--- config.mk ---
export PLATFORM = sky130hd
export DESIGN_NAME = nv_nvdla_sdp_rdma_rd_arb_flat
export DESIGN_NICKNAME = d
export VERILOG_FILES = /design/src/rtl/nv_nvdla_sdp_rdma_rd_arb_pkg.sv /design/src/rtl/nv_nvdla_sdp_rdma_rd_arb_if.sv /design/src/rtl/nv_nvdla_sdp_rdma_rd_arb_idfifo.sv /design/src/rtl/nv_nvdla_sdp_rdma_rd_arb.sv /design/src/flat_wrapper.sv
export SDC_FILE = /design/constraint.sdc
export NUM_CORES = 1
export LEC_CHECK = 0
export ABC_AREA = 1
export CORE_ASPECT_RATIO = 1.75
export CORE_MARGIN = 5
export CORE_UTILIZATION = 30
export CTS_BUF_LIST = sky130_fd_sc_hd__clkbuf_8
export DETAILED_ROUTE_END_ITERATION = 8
export GPL_ROUTABILITY_DRIVEN = 0
export PLACE_DENSITY_LB_ADDON = 0.3
export SYNTH_ARGS = -nofsm -noshare
export SYNTH_HDL_FRONTEND = slang
export SYNTH_SLANG_ARGS = --single-unit
--- constraint.sdc ---
create_clock -name nvdla_core_clk -period 13.5 [get_ports nvdla_core_clk]
set_clock_uncertainty 0.05 [all_clocks]
set_input_delay 2.7 -clock nvdla_core_clk [delete_from_list [all_inputs] [get_ports nvdla_core_clk]]
set_output_delay 2.7 -clock nvdla_core_clk [all_outputs]
set_load 0.005 [all_outputs]
--- src/rtl/nv_nvdla_sdp_rdma_rd_arb_pkg.sv ---
// Shared widths and defaults for the SDP RDMA read arbiter slice.
package nv_nvdla_sdp_rdma_rd_arb_pkg;
  localparam int REQ_W        = 47;
  localparam int RSP_W        = 65;
  localparam int SIZE_MSB     = 46;
  localparam int SIZE_LSB     = 32;
  localparam int SIZE_W       = SIZE_MSB - SIZE_LSB + 1;
  localparam int NUM_REQ_DEF  = 4;
  localparam int ID_DEPTH_DEF = 16;

  typedef logic [SIZE_W-1:0] size_t;

  function automatic int id_w(input int n);
    return (n > 1) ? $clog2(n) : 1;
  endfunction
endpackage

--- src/rtl/nv_nvdla_sdp_rdma_rd_arb_if.sv ---
// Engine-side and dmaif-side handshake bundle of the read arbiter.
interface nv_nvdla_sdp_rdma_rd_arb_if
  import nv_nvdla_sdp_rdma_rd_arb_pkg::*;
#(
  parameter int NUM_REQ = NUM_REQ_DEF
);
  logic [NUM_REQ-1:0]       req_vld;
  logic [NUM_REQ-1:0]       req_rdy;
  logic [NUM_REQ*REQ_W-1:0] req_pd;
  logic                     dma_rd_req_vld;
  logic                     dma_rd_req_rdy;
  logic [REQ_W-1:0]         dma_rd_req_pd;
  logic                     dma_rd_rsp_vld;
  logic                     dma_rd_rsp_rdy;
  logic [RSP_W-1:0]         dma_rd_rsp_pd;
  logic [NUM_REQ-1:0]       rsp_vld;
  logic [NUM_REQ-1:0]       rsp_rdy;
  logic [RSP_W-1:0]         rsp_pd;

  // slave: the arbiter; master: engines plus dmaif around it
  modport slave (
    input  req_vld, req_pd, dma_rd_req_rdy, dma_rd_rsp_vld, dma_rd_rsp_pd, rsp_rdy,
    output req_rdy, dma_rd_req_vld, dma_rd_req_pd, dma_rd_rsp_rdy, rsp_vld, rsp_pd
  );
  modport master (
    output req_vld, req_pd, dma_rd_req_rdy, dma_rd_rsp_vld, dma_rd_rsp_pd, rsp_rdy,
    input  req_rdy, dma_rd_req_vld, dma_rd_req_pd, dma_rd_rsp_rdy, rsp_vld, rsp_pd
  );
endinterface

--- src/rtl/nv_nvdla_sdp_rdma_rd_arb_idfifo.sv ---
// Flop-based sync FIFO holding {engine id, size} of outstanding reads; flags registered.
module nv_nvdla_sdp_rdma_rd_arb_idfifo #(
  parameter int WIDTH = 17,
  parameter int DEPTH = 16
) (
  input  logic             clk_i,
  input  logic             rst_ni,
  input  logic             push_i,
  input  logic [WIDTH-1:0] wdata_i,
  input  logic             pop_i,
  output logic [WIDTH-1:0] rdata_o,
  output logic             full_o,
  output logic             empty_o
);
  localparam int AW = (DEPTH > 1) ? $clog2(DEPTH) : 1;
  localparam logic [AW:0] DEPTH_C = (AW+1)'(DEPTH);

  logic [WIDTH-1:0] mem_q [DEPTH];
  logic [AW-1:0]    wr_ptr_q, wr_ptr_d, rd_ptr_q, rd_ptr_d;
  logic [AW:0]      cnt_q, cnt_d;
  logic             full_q, empty_q, do_push, do_pop;

  assign do_push  = push_i & ~full_q;
  assign do_pop   = pop_i & ~empty_q;
  assign wr_ptr_d = do_push ? wr_ptr_q + AW'(1) : wr_ptr_q;
  assign rd_ptr_d = do_pop  ? rd_ptr_q + AW'(1) : rd_ptr_q;

  always_comb begin
    cnt_d = cnt_q;
    case ({do_push, do_pop})
      2'b10:   cnt_d = cnt_q + (AW+1)'(1);
      2'b01:   cnt_d = cnt_q - (AW+1)'(1);
      default: cnt_d = cnt_q;
    endcase
  end

  always_ff @(posedge clk_i or negedge rst_ni) begin
    if (!rst_ni) begin
      wr_ptr_q <= '0;
      rd_ptr_q <= '0;
      cnt_q    <= '0;
      full_q   <= 1'b0;
      empty_q  <= 1'b1;
    end else begin
      wr_ptr_q <= wr_ptr_d;
      rd_ptr_q <= rd_ptr_d;
      cnt_q    <= cnt_d;
      full_q   <= (cnt_d == DEPTH_C);
      empty_q  <= (cnt_d == '0);
    end
  end

  always_ff @(posedge clk_i) begin
    if (do_push) mem_q[wr_ptr_q] <= wdata_i;
  end

  assign rdata_o = mem_q[rd_ptr_q];
  assign full_o  = full_q;
  assign empty_o = empty_q;
endmodule

--- src/rtl/nv_nvdla_sdp_rdma_rd_arb.sv ---
// Round-robin arbiter sharing one SDP DMA read channel among NUM_REQ engines;
// an in-order ID FIFO steers each response beat back to its issuing engine.
module nv_nvdla_sdp_rdma_rd_arb
  import nv_nvdla_sdp_rdma_rd_arb_pkg::*;
#(
  parameter int NUM_REQ  = NUM_REQ_DEF,
  parameter int ID_DEPTH = ID_DEPTH_DEF
) (
  input  logic                             nvdla_core_clk,
  input  logic                             nvdla_core_rstn,
  nv_nvdla_sdp_rdma_rd_arb_if.slave        arb_if,
  output logic                             arb_idle,
  output logic                             arb_err
);
  localparam int IDW   = id_w(NUM_REQ);
  localparam int ENT_W = IDW + SIZE_W;
  localparam logic [IDW:0] NREQ_L = (IDW+1)'(NUM_REQ);

  logic [IDW-1:0] rr_ptr_q, rr_ptr_d, lock_id_q, lock_id_d;
  logic [IDW-1:0] rr_grant, grant, hid;
  logic [IDW:0]   rr_sum;
  logic           rr_found;
  logic           locked_q, locked_d, arb_err_q, arb_err_d;
  size_t          beat_cnt_q, beat_cnt_d, hsize;
  logic           any_vld, id_full, id_empty, req_acc, rsp_acc, rsp_last;
  logic [ENT_W-1:0] head_ent;

  assign any_vld = |arb_if.req_vld;

  // First valid engine at or after rr_ptr, wrapping modulo NUM_REQ
  always_comb begin
    rr_grant = rr_ptr_q;
    rr_found = 1'b0;
    rr_sum   = '0;
    for (int k = 0; k < NUM_REQ; k++) begin
      rr_sum = {1'b0, rr_ptr_q} + (IDW+1)'(k);
      if (rr_sum >= NREQ_L) rr_sum = rr_sum - NREQ_L;
      if (!rr_found && arb_if.req_vld[rr_sum[IDW-1:0]]) begin
        rr_grant = rr_sum[IDW-1:0];
        rr_found = 1'b1;
      end
    end
  end

  assign grant = locked_q ? lock_id_q : rr_grant;

  always_comb begin
    arb_if.dma_rd_req_pd = '0;
    for (int i = 0; i < NUM_REQ; i++) begin
      if (grant == IDW'(i)) arb_if.dma_rd_req_pd = arb_if.req_pd[i*REQ_W +: REQ_W];
    end
  end

  assign arb_if.dma_rd_req_vld = any_vld & ~id_full;
  assign req_acc = arb_if.dma_rd_req_vld & arb_if.dma_rd_req_rdy;

  always_comb begin
    arb_if.req_rdy        = '0;
    arb_if.req_rdy[grant] = arb_if.dma_rd_req_vld & arb_if.dma_rd_req_rdy;
  end

  // A stalled request pins the grant so the presented payload cannot change
  always_comb begin
    locked_d  = locked_q;
    lock_id_d = lock_id_q;
    rr_ptr_d  = rr_ptr_q;
    if (req_acc) begin
      locked_d = 1'b0;
      rr_ptr_d = (grant == IDW'(NUM_REQ-1)) ? '0 : grant + IDW'(1);
    end else if (arb_if.dma_rd_req_vld) begin
      locked_d  = 1'b1;
      lock_id_d = grant;
    end
  end

  nv_nvdla_sdp_rdma_rd_arb_idfifo #(
    .WIDTH (ENT_W),
    .DEPTH (ID_DEPTH)
  ) u_idfifo (
    .clk_i   (nvdla_core_clk),
    .rst_ni  (nvdla_core_rstn),
    .push_i  (req_acc),
    .wdata_i ({grant, arb_if.dma_rd_req_pd[SIZE_MSB:SIZE_LSB]}),
    .pop_i   (rsp_last),
    .rdata_o (head_ent),
    .full_o  (id_full),
    .empty_o (id_empty)
  );

  assign hid   = head_ent[ENT_W-1 -: IDW];
  assign hsize = head_ent[SIZE_W-1:0];

  always_comb begin
    arb_if.rsp_vld      = '0;
    arb_if.rsp_vld[hid] = arb_if.dma_rd_rsp_vld & ~id_empty;
  end

  assign arb_if.dma_rd_rsp_rdy = arb_if.rsp_rdy[hid] & ~id_empty;
  assign arb_if.rsp_pd         = arb_if.dma_rd_rsp_pd;

  assign rsp_acc    = arb_if.dma_rd_rsp_vld & arb_if.dma_rd_rsp_rdy;
  assign rsp_last   = rsp_acc & (beat_cnt_q == hsize);
  assign beat_cnt_d = rsp_last ? '0 : (rsp_acc ? beat_cnt_q + SIZE_W'(1) : beat_cnt_q);
  // A beat with nothing outstanding has no owner: flag it permanently
  assign arb_err_d  = arb_err_q | (arb_if.dma_rd_rsp_vld & id_empty);

  always_ff @(posedge nvdla_core_clk or negedge nvdla_core_rstn) begin
    if (!nvdla_core_rstn) begin
      rr_ptr_q   <= '0;
      lock_id_q  <= '0;
      locked_q   <= 1'b0;
      beat_cnt_q <= '0;
      arb_err_q  <= 1'b0;
    end else begin
      rr_ptr_q   <= rr_ptr_d;
      lock_id_q  <= lock_id_d;
      locked_q   <= locked_d;
      beat_cnt_q <= beat_cnt_d;
      arb_err_q  <= arb_err_d;
    end
  end

  assign arb_idle = id_empty & ~any_vld;
  assign arb_err  = arb_err_q;
endmodule

--- src/flat_wrapper.sv ---
// flat-port wrapper written by rule: the top's interface ports become plain ports
module nv_nvdla_sdp_rdma_rd_arb_flat import nv_nvdla_sdp_rdma_rd_arb_pkg::*;
#(
  parameter int NUM_REQ  = NUM_REQ_DEF,
  parameter int ID_DEPTH = ID_DEPTH_DEF
)
  (nvdla_core_clk, nvdla_core_rstn, arb_idle, arb_err, arb_if_req_vld, arb_if_req_pd, arb_if_dma_rd_req_rdy, arb_if_dma_rd_rsp_vld, arb_if_dma_rd_rsp_pd, arb_if_rsp_rdy, arb_if_req_rdy, arb_if_dma_rd_req_vld, arb_if_dma_rd_req_pd, arb_if_dma_rd_rsp_rdy, arb_if_rsp_vld, arb_if_rsp_pd);
  nv_nvdla_sdp_rdma_rd_arb_if #(.NUM_REQ(NUM_REQ)) arb_if_i ();
  input  logic nvdla_core_clk;
  input  logic nvdla_core_rstn;
  output logic arb_idle;
  output logic arb_err;
  input wire logic [$bits(arb_if_i.req_vld)-1:0] arb_if_req_vld;
  input wire logic [$bits(arb_if_i.req_pd)-1:0] arb_if_req_pd;
  input wire logic [$bits(arb_if_i.dma_rd_req_rdy)-1:0] arb_if_dma_rd_req_rdy;
  input wire logic [$bits(arb_if_i.dma_rd_rsp_vld)-1:0] arb_if_dma_rd_rsp_vld;
  input wire logic [$bits(arb_if_i.dma_rd_rsp_pd)-1:0] arb_if_dma_rd_rsp_pd;
  input wire logic [$bits(arb_if_i.rsp_rdy)-1:0] arb_if_rsp_rdy;
  output wire logic [$bits(arb_if_i.req_rdy)-1:0] arb_if_req_rdy;
  output wire logic [$bits(arb_if_i.dma_rd_req_vld)-1:0] arb_if_dma_rd_req_vld;
  output wire logic [$bits(arb_if_i.dma_rd_req_pd)-1:0] arb_if_dma_rd_req_pd;
  output wire logic [$bits(arb_if_i.dma_rd_rsp_rdy)-1:0] arb_if_dma_rd_rsp_rdy;
  output wire logic [$bits(arb_if_i.rsp_vld)-1:0] arb_if_rsp_vld;
  output wire logic [$bits(arb_if_i.rsp_pd)-1:0] arb_if_rsp_pd;
  assign arb_if_i.req_vld = arb_if_req_vld;
  assign arb_if_i.req_pd = arb_if_req_pd;
  assign arb_if_i.dma_rd_req_rdy = arb_if_dma_rd_req_rdy;
  assign arb_if_i.dma_rd_rsp_vld = arb_if_dma_rd_rsp_vld;
  assign arb_if_i.dma_rd_rsp_pd = arb_if_dma_rd_rsp_pd;
  assign arb_if_i.rsp_rdy = arb_if_rsp_rdy;
  assign arb_if_req_rdy = arb_if_i.req_rdy;
  assign arb_if_dma_rd_req_vld = arb_if_i.dma_rd_req_vld;
  assign arb_if_dma_rd_req_pd = arb_if_i.dma_rd_req_pd;
  assign arb_if_dma_rd_rsp_rdy = arb_if_i.dma_rd_rsp_rdy;
  assign arb_if_rsp_vld = arb_if_i.rsp_vld;
  assign arb_if_rsp_pd = arb_if_i.rsp_pd;
  nv_nvdla_sdp_rdma_rd_arb #(.NUM_REQ(NUM_REQ), .ID_DEPTH(ID_DEPTH)) u_core (.nvdla_core_clk(nvdla_core_clk), .nvdla_core_rstn(nvdla_core_rstn), .arb_if(arb_if_i), .arb_idle(arb_idle), .arb_err(arb_err));
endmodule
# Word level (Yosys, flattened, before mapping)

Memories as Yosys holds them, arrays and structs flattened.
Cells that the tools add are included.

Output and inout port bits: 124
Memories: 1
ROM bits: 0
Bits in writable memories: 272
Bits in latches: 0
Register bits after elaboration: 36

Memories:

| memory                | depth | width | rd ports | clocked after memory_dff | write ports | line                                  | text |
|---|---|---|---|---|---|---|---|
| u_core.u_idfifo.mem_q | 16    | 17    | 1        | 0                        | 1           | nv_nvdla_sdp_rdma_rd_arb_idfifo.sv:18 | `logic [WIDTH-1:0] mem_q [DEPTH];` |

Shift operators: 0
Equality and inequality tests: 7
Bitwise logic cells: 17
Order comparisons: 12
Div/mod/pow operators: 0
$mul: 0
Multiplexer cells: 38
$add $sub $neg: 13
Reduce and logical (&&, ||, !) cells: 14

Operators by type and width:

| operator                                            | number |
|---|---|
| 2-to-1 mux 47 bit                                   | 4 |
| 2-to-1 mux 15 bit                                   | 2 |
| 2-to-1 mux 2 bit                                    | 10 |
| < comparator 2 x 3 -> 1 bit, second input constant  | 6 |
| adder 15 x 1 -> 15 bit, second input constant       | 1 |
| equality test 15 bit                                | 1 |
| 2-to-1 mux 1 bit                                    | 14 |
| AND 1 bit                                           | 10 |
| binary-select mux 1 bit (select 2 bit)              | 5 |
| one-hot mux 5 bit (2 select lines)                  | 1 |
| >= comparator 3 bit, second input constant          | 3 |
| adder 4 x 1 -> 4 bit, second input constant         | 2 |
| AND 4 bit                                           | 2 |
| subtractor 2 x 1 -> 2 bit, second input constant    | 4 |
| adder 2 x 2 -> 3 bit, second input constant         | 2 |
| equality test 2 bit, second input constant          | 3 |
| adder 5 x 1 -> 5 bit, second input constant         | 1 |
| equality test 5 bit, second input constant          | 1 |
| logical AND 1 bit                                   | 5 |
| logical NOT 5 bit                                   | 1 |
| subtractor 5 x 1 -> 5 bit, second input constant    | 1 |
| demux 1 bit (select 2 bit)                          | 2 |
| equality test 2 x 1 -> 1 bit, second input constant | 2 |
| >= comparator 2 x 1 -> 1 bit, second input constant | 2 |
| 10 further kinds                                    | 16 |

# Logic depth before layout (Yosys ltp)

Gate-level depths: netlist of run 1.

Depth after elaboration: 20
Mapped depth: 27
Depth with buffers taken out: 24

# Hierarchy

From an unflattened synthesis of run 1, not the netlist that was laid out.

Cell total of the unflattened synthesis: 1457
Area, all modules: 15123.3 um2

Modules (own cells, without submodules):

| module                          | cells an instance | area an instance (um2) | times used | sequential area each (um2) |
|---|---|---|---|---|
| nv_nvdla_sdp_rdma_rd_arb_idfifo | 910               | 11588.6                | 1          | 8544.4 |
| nv_nvdla_sdp_rdma_rd_arb        | 547               | 3534.6                 | 1          | 525.5 |

# Least setup slack after synthesis of run 1

OpenSTA, ideal clock, no wires.

Path kind: input to output
Start point: in arb_if_req_vld[0]
End point: out arb_if_dma_rd_req_pd[32]
Stages: 18
Path buffers: 2
Path slack: 4869 ps
Arrival time: 5881 ps
Required time: 10750 ps
Path through: inv_1 > nand2_1 > o21ai_0 > o21ai_0 > nor2_1 > nand2_1 > o21ai_0 > xor2_1 > nand2_1 > nand3_1 > nand2_1 > inv_1 > ha_1 > nor2_1 > clkbuf_1 > clkbuf_1 > a221oi_1 > o31ai_1

Cells in the longest elaborated chain, start to end: 18
Elaborated cells between the ends (all ways): 30

RTL lines:

| what                                   | line                           | text |
|---|---|---|
| start, declared                        | flat_wrapper.sv:13             | `input wire logic [$bits(arb_if_i.req_vld)-1:0] arb_if_req_vld;` |
| binary-select mux 1 bit (select 2 bit) | nv_nvdla_sdp_rdma_rd_arb.sv:38 | `if (!rr_found && arb_if.req_vld[rr_sum[IDW-1:0]]) begin` |
| 2-to-1 mux 1 bit (not written as such) | nv_nvdla_sdp_rdma_rd_arb.sv:38 |  |
| 2-to-1 mux 1 bit                       | nv_nvdla_sdp_rdma_rd_arb.sv:38 |  |
| logical NOT 1 bit                      | nv_nvdla_sdp_rdma_rd_arb.sv:38 |  |
| logical AND 1 bit                      | nv_nvdla_sdp_rdma_rd_arb.sv:38 |  |
| 2-to-1 mux 1 bit                       | nv_nvdla_sdp_rdma_rd_arb.sv:38 |  |
| logical NOT 1 bit                      | nv_nvdla_sdp_rdma_rd_arb.sv:38 |  |
| logical AND 1 bit                      | nv_nvdla_sdp_rdma_rd_arb.sv:38 |  |
| 2-to-1 mux 1 bit                       | nv_nvdla_sdp_rdma_rd_arb.sv:38 |  |
| logical NOT 1 bit                      | nv_nvdla_sdp_rdma_rd_arb.sv:38 |  |
| logical AND 1 bit                      | nv_nvdla_sdp_rdma_rd_arb.sv:38 |  |
| 2-to-1 mux 2 bit *                     | nv_nvdla_sdp_rdma_rd_arb.sv:38 |  |
| 2-to-1 mux 2 bit *                     | nv_nvdla_sdp_rdma_rd_arb.sv:45 | `assign grant = locked_q ? lock_id_q : rr_grant;` |
| net u_core.grant[1]                    | nv_nvdla_sdp_rdma_rd_arb.sv:20 | `logic [IDW-1:0] rr_grant, grant, hid;` |
| logical NOT 2 bit                      | nv_nvdla_sdp_rdma_rd_arb.sv:50 | `if (grant == IDW'(i)) arb_if.dma_rd_req_pd = arb_if.req_pd[i*REQ_W +: REQ_W];` |
| 2-to-1 mux 47 bit (3 in series)        | nv_nvdla_sdp_rdma_rd_arb.sv:50 |  |
| 2-to-1 mux 47 bit *                    | nv_nvdla_sdp_rdma_rd_arb.sv:50 |  |
| end, declared                          | flat_wrapper.sv:21             | `output wire logic [$bits(arb_if_i.dma_rd_req_pd)-1:0] arb_if_dma_rd_req_pd;` |

The timed path passes the listed nets; every way through them passes the cells marked *. The select of a mux whose other input is x is not followed.

# Final worst setup path of run 1

Start point: in arb_if_req_vld[1]
End point: out arb_if_dma_rd_req_pd[35]

The elaborated chain is that of the path after synthesis.

==> metrics.csv, run 1 <==
metric,value,unit
"Hold Vio Cnt, Final",0,
Core Rows,112,
CP peak stage delay,1.09,ns
switching share of power,37.01,%
Layout area overhead,22.83,%
Total Wirelength,52520,um
CP required,10.75,ns
crit-path cells,clkdlybuf4s50_1 > o21ai_0 > o21ai_0 > nor2_1 > nand2_1 > nand2_1 > xor2_1 > nand2_1 > o21ai_0 > inv_1 > ha_2 > buf_4 > nor2_4 > a221oi_1 > o31ai_2 > clkdlybuf4s50_1,
"delay-heaviest family, CP",compound AO/OA/AOI/OAI gates,
die width,185.2,um
Wirelength per Cell,19.87,um
root cell of the clock tree,clkbuf_8,
Tightest Pin Transition,1.313,ns
GRT Util Overall,17.40,%
reg2reg start,u_core.rr_ptr_q[0],
ys flop type,edfxtp_1,
largest net degree at the start of global routing,97,
setup TNS,0,ns
die area,58630,um2
synth unique cells,40,
#FFs+latches synth,308,
Sequential Power Share,37.4,%
Buf/Inv on CP,4,
P_int,0.002715,W
Synth Warn #,0,
Post-synth EDFFs,272,
max-slew violation count,0,
H-Tree Depth,2,
IO buf count,258,
most frequent cells in the layout,"nand2_1, edfxtp_1, clkdlybuf4s50_1",
Overflow after GRT,0,
Via Count,13064,
PD cells,217.8,nW/um2
nets,2206,
CTS buffer count,41,
Sw Pwr,0.001595,W
Gate power share,46.0,%
Pwr Total,0.004310,W
synthesized area,16110,um2
setup repair bufs after CTS,0,
clock share of power,16.6,%
Core Region,53250,um2
vias in the first global route,13213,
CP startpoint,arb_if_req_vld[1],
CP Class,in -> out,
hpwl dp,35580,um
"Reg clk slew, reported paths",0.08,ns
Post-CTS Hold Buffers,0,
Initial Utilization,30.26,%
"commonest non-fill, non-tap cell in the layout",nand2_1,
unrepaired setup endpoints after global routing,false,
CP Launch Type,input pin,
initial drt markers,841,
Final Instance Area,19790,um2
# IOs,389,
Post-DP Area,18970,um2
Avg Vias per Cell,4.943,
Async SR Flop Fraction,11.69,%
share of the yosys chip area belonging to registers,56.29,%
HP Class,reg -> reg,
fin crit period,11.05,ns
Syn Nets,2037,
Max clock buf depth,3,
layout cell share with drive strength beyond 1,7.307,%
max_cap viols,0,
Worst Setup End Kind,output port,
Leak,7.885,nW
CP Max Fanout,49,
"slowest stage cell, crit path",o31ai_2,
Fmax,90.52,MHz
First-pass DRT Iterations,8,
Die Y-Extent,316.6,um
Rel. slew slack,11.96,%
Final period util,81.84,%
Sink Count,308,
first-pass GRT wire length,77750,um
Setup Viol. Count Final,0,
CTS tree,built,
"Arr. time, crit path",8.30,ns
Skew-Pair Late Insertion Delay,0.57,ns
Min-Delay Startpoint,u_core.arb_err,
Post-Syn Instances,1757,
Routed Antenna Nets,0,
Max VDD drop,199.5,uV
Resized cells post-CTS,0,
outcome,completed,
drc violations,0,
Mapped Avg Cell Area,9.171,um2
initial antenna violation count,2,
[worst reg2reg max path: cells and delay by family (launching register included)]
| kind | cells | cell delay, ns |
|---|---|---|
| adders and majority gates | 1 | 0.30 |
| and+or+nand+nor | 5 | 1.36 |
| xor gates and xnor gates | 1 | 0.14 |
| AOI/OAI and AO/OA | 5 | 1.91 |
| buffers and inverters | 3 | 0.88 |
| DFF | 1 | 0.47 |
[metal layers]
| metal | share of wire (%) | global-route usage, % |
|---|---|---|
| met3 | 6.5 | 2.938 |
| met1 | 37 | 19.39 |
| met2 | 51 | 31.22 |
| met4 | 5.6 | 9.549 |
| met5 | 0 | 0 |
[kinds of logic (layout without fill, tap and decap cells)]
group / count (synthesis) / in the layout / synth area share, %
simple gates: 904 / 904 / 23.51
buf+inv: 354 / 554 / 10.63
fa+ha+maj: 15 / 15 / 1.211
flops: 308 / 308 / 56.29
other cells: 0 / 2 / 0
xor+xnor: 23 / 23 / 1.250
compound gates: 153 / 153 / 7.113
[power groups by stage]
stage / logic (W) / clock network [W] / registers [W]
floorplan: 0.000955 / 0 / 0.00162
global placement: 0.00197 / 0 / 0.00163
detailed placement: 0.00199 / 0 / 0.00163
CTS: 0.00201 / 0.000734 / 0.00161
global route: 0.00217 / 0.000769 / 0.00163
finish: 0.00198 / 0.000716 / 0.00161
[cell usage after synthesis, types with 2 or more instances]
cell type    n  area [um2]
nand2_1    520        1952
edfxtp_1   272        8168
nand3_1    227        1136
inv_1      192       720.7
nor2_1     111       416.7
buf_4       71       533.0
a221oi_1    47       411.6
o31ai_1     47       352.8
clkbuf_1    37       138.9
dfrtp_1     35       875.8
buf_2       26       130.1
o211ai_1    22       165.2
xor2_1      22       192.7
o21ai_0     20       100.1
or2_1       20       125.1
buf_1       14       52.55
ha_1        14       175.2
buf_6       11       123.9
nor3_1      11       55.05
o21ai_1      8       40.04
or2_2        4       25.02
nor2_2       3       18.77
o211ai_2     3       37.54
a21oi_1      2       10.01
inv_2        2       7.510
nor4_1       2       12.51
[area by class of cell]
cell class                      count  area, um2
Inverter                          195      735.7
Clock buffer                       44      605.6
Multi-Input combinational cell   1095       5520
Tap cell                          684      855.8
Clock inverter                     30      214.0
Fill cell                        5370      33460
Antenna cell                        2      5.005
Sequential cell                   308       9075
Timing Repair Buffer              285       2780
[final timing paths]
kind / slack, ns / endpoint / cells after the start
min in group asynchronous: 2.25 / u_core.locked_q / 1
worst max register to register: 7.97 / u_core.u_idfifo.mem_q[13][3] / 15
max in group asynchronous: 10.41 / u_core.u_idfifo.rd_ptr_q[0] / 1
worst min-delay path: 0.45 / u_core.arb_err / 1
worst max-delay path: 2.45 / arb_if_dma_rd_req_pd[35] / 16
worst min register to register: 0.45 / u_core.arb_err / 1
[stage by stage]
stage	cells	util, %	worst slack (ns)	hold slack (ns)
global route	2643	37.17	1.949	0.4790
finish	2643	37.17	2.452	0.4481
CTS	2641	37.16	2.461	0.4392
floorplan	1757	-	4.869	0.3978
global placement	2567	35.62	2.548	0.4100
detailed placement	2567	35.62	2.465	0.4150
[sequential cells by signal, summed over array words and instances, names as in the netlist]
register / count
u_core.lock_id_q: 2
u_core.u_idfifo.mem_q: 272
u_core.u_idfifo.wr_ptr_q: 4
u_core.beat_cnt_q: 15
u_core.u_idfifo.rd_ptr_q: 4
u_core.arb_err: 1
u_core.locked_q: 1
u_core.u_idfifo.cnt_q: 5
u_core.u_idfifo.empty_o: 1
u_core.u_idfifo.full_o: 1
u_core.rr_ptr_q: 2
Power figures use the tool's default switching activity.
==> inputs of run 2 (changes only) <==
==> constraint.sdc (replaced) <==
create_clock -name nvdla_core_clk -period 9.55 [get_ports nvdla_core_clk]
set_clock_uncertainty 0.05 [all_clocks]
set_input_delay 1.91 -clock nvdla_core_clk [delete_from_list [all_inputs] [get_ports nvdla_core_clk]]
set_output_delay 1.91 -clock nvdla_core_clk [all_outputs]
set_load 0.005 [all_outputs]
==> run 2 against run 1 <==
Non-clock buffer count up 16. Sequential power up 41%. Worst setup slack worse by 1.3 ns. Global-route usage down 0.055 points. Critical path type unchanged. Largest power group unchanged. Highest routed layer unchanged.
==> metrics.csv, run 2 (same netlist as run 1, synthesis figures left out) <==
metric,value,unit,change
largest net degree at the start of global routing,94,,-3.1%
Fmax,119.2,MHz,
CP Launch Type,input pin,,
Layout area overhead,22.70,%,
WP depth,17,,+1
first-pass GRT wire length,77410,um,-0.43%
"commonest non-fill, non-tap cell in the layout",nand2_1,,
DP Cell Count,2583,,+0.62%
HP Class,reg -> reg,,
Core Region,53250,um2,unchanged
"slowest stage cell, crit path",o31ai_2,,
CP peak stage delay,0.84,ns,-0.25 ns
Tightest Pin Transition,1.025,ns,-0.2879 ns
CP Class,in -> out,,
Initial Utilization,30.26,%,unchanged
Layout Cells excl Fill,2655,,+0.45%
Max VDD drop,230.5,uV,+16%
Overflow after GRT,0,,unchanged
"Arr. time, crit path",6.43,ns,-1.87 ns
Resized cells post-CTS,0,,unchanged
final worst slack,1.162,ns,-1.290 ns
Sink Count,308,,unchanged
Total Wirelength,52370,um,-0.29%
max reg flops,272,,unchanged
R2R cell count,24,,+9
IO buf count,258,,unchanged
Final period util,87.83,%,
Leak,7.929,nW,+0.56%
PD cells,307.3,nW/um2,+41%
root cell of the clock tree,clkbuf_8,,
die width,185.2,um,unchanged
Buf/Inv on CP,5,,+1
max_cap viols,0,,unchanged
Rel. slew slack,31.27,%,+19 points
drc violations,0,,unchanged
Setup Viol. Count Final,0,,unchanged
"delay-heaviest family, CP",buffers and inverters,,
fin crit period,8.388,ns,
Skew-Pair Late Insertion Delay,0.56,ns,about the same
Top reg by flops,u_core.u_idfifo.mem_q,,
setup repair bufs after CTS,0,,unchanged
Die Y-Extent,316.6,um,unchanged
top flop regs,"u_core.u_idfifo.mem_q x272, u_core.beat_cnt_q x15, u_core.u_idfifo.cnt_q x5",,
"Reg clk slew, reported paths",0.07,ns,about the same
Worst Setup End Kind,output port,,
Max clock buf depth,3,,unchanged
Avg Vias per Cell,4.925,,-0.35%
unrepaired setup endpoints after global routing,false,,
initial antenna violation count,1,,-1
H-Tree Depth,2,,unchanged
max-slew violation count,0,,unchanged
CP dominant cell by count,nand2_1,,
outcome,completed,,
Core Rows,112,,unchanged
First-pass DRT Iterations,5,,-3
Post-CTS Hold Buffers,0,,unchanged
CTS buffer count,41,,unchanged
worst slack at placement,1.080,ns,-1.385 ns
hpwl dp,35700,um,+0.34%
vias in the first global route,13258,,+0.34%
# IOs,389,,unchanged
CTS tree,built,,
fillers,5333,,-0.69%
setup TNS,0,ns,unchanged
Routed Antenna Nets,0,,unchanged
nets,2222,,+0.73%
worst reg-to-reg setup slack,4.16,ns,-3.81 ns
CP Max Fanout,24,,-51%
worst hold path depth,1,,unchanged
"Hold Vio Cnt, Final",0,,unchanged
most frequent cells in the layout,"nand2_1, edfxtp_1, clkdlybuf4s50_1",,
Wirelength per Cell,19.72,um,-0.74%
CP required,7.59,ns,-3.16 ns
GRT Util Overall,17.34,%,-0.055 points
hold slack,0.4239,ns,-0.02416 ns
initial drt markers,902,,+7.3%
die area,58630,um2,unchanged
layout cell share with drive strength beyond 1,7.563,%,+0.26 points
Pwr Total,0.006076,W,+41%
Via Count,13077,,+0.10%
crit-path cells,clkdlybuf4s50_1 > inv_1 > nand2_1 > o21ai_0 > o21ai_0 > nor2_1 > nand2_1 > nand2_1 > xor2_1 > nand2_1 > o21ai_0 > inv_1 > ha_2 > buf_4 > a221oi_1 > o31ai_2 > clkdlybuf4s50_1,,
## run 2: power breakdown
group | total (W) | internal, W | switching [W]
Combinational | 0.00290 | 0.00120 | 0.00170
Clock | 0.000907 | 0.000413 | 0.000494
Sequential | 0.00227 | 0.00220 | 0.0000730
Total | 0.00608 | 0.00381 | 0.00227
## run 2: area by class of cell
type,instances,area (um2),area share (%)
clock buffer,42,578.1,2.924
clock inverter,29,132.6,0.6708
timing repair buffer,301,2900,14.67
antenna,1,2.502,0.01266
inverter,195,735.7,3.721
sequential,308,9075,45.90
multi-input combinational,1095,5490,27.77
tap,684,855.8,4.329
## run 2: worst paths after layout
path,from,to
max reg2reg,u_core.u_idfifo.rd_ptr_q[0],u_core.u_idfifo.empty_o
min reg2reg,u_core.arb_err,u_core.arb_err
min in group asynchronous,nvdla_core_rstn,u_core.u_idfifo.cnt_q[0]
max,arb_if_req_vld[0],arb_if_dma_rd_req_pd[41]
min,u_core.arb_err,u_core.arb_err
max in group asynchronous,nvdla_core_rstn,u_core.u_idfifo.rd_ptr_q[0]
## run 2: stage by stage
stage	cell area (um2)	utilization (%)
floorplan	16110	-
global placement	19060	35.79
detailed placement	19060	35.79
CTS	19770	37.12
global route	19770	37.13
finish	19770	37.13
## run 2: worst reg2reg max path: stages, from the launching register on
cell and delay (ns):
dfrtp_4 0.79, inv_4 0.54, buf_4 0.74, nand2_1 0.22, nand3_1 0.11, nand3_1 0.11
nand3_1 0.23, nand2_1 0.12, nand2_1 0.07, nand2_1 0.04, nor2_1 0.10, nand2_1 0.11
nor2_2 0.15, nand3_2 0.14, inv_1 0.18, ha_1 0.27, inv_1 0.10, fa_1 0.42
nor2_1 0.14, a211oi_1 0.06, o21ai_0 0.15, a21o_1 0.11, xor2_1 0.19, inv_1 0.07
nor2_1 0.10
## run 2: layer usage
| metal | up-vias | share of wire [%] | GRT usage, % | wire length (um) |
|---|---|---|---|---|
| met5 | - | 0 | 0 | 0 |
| met3 | 155 | 6.0 | 2.640 | 3149 |
| met2 | 531 | 53 | 32.59 | 27800 |
| met4 | 0 | 4.9 | 8.514 | 2572 |
| met1 | 6206 | 36 | 18.66 | 18850 |
| li1 | 6185 | - | - | - |
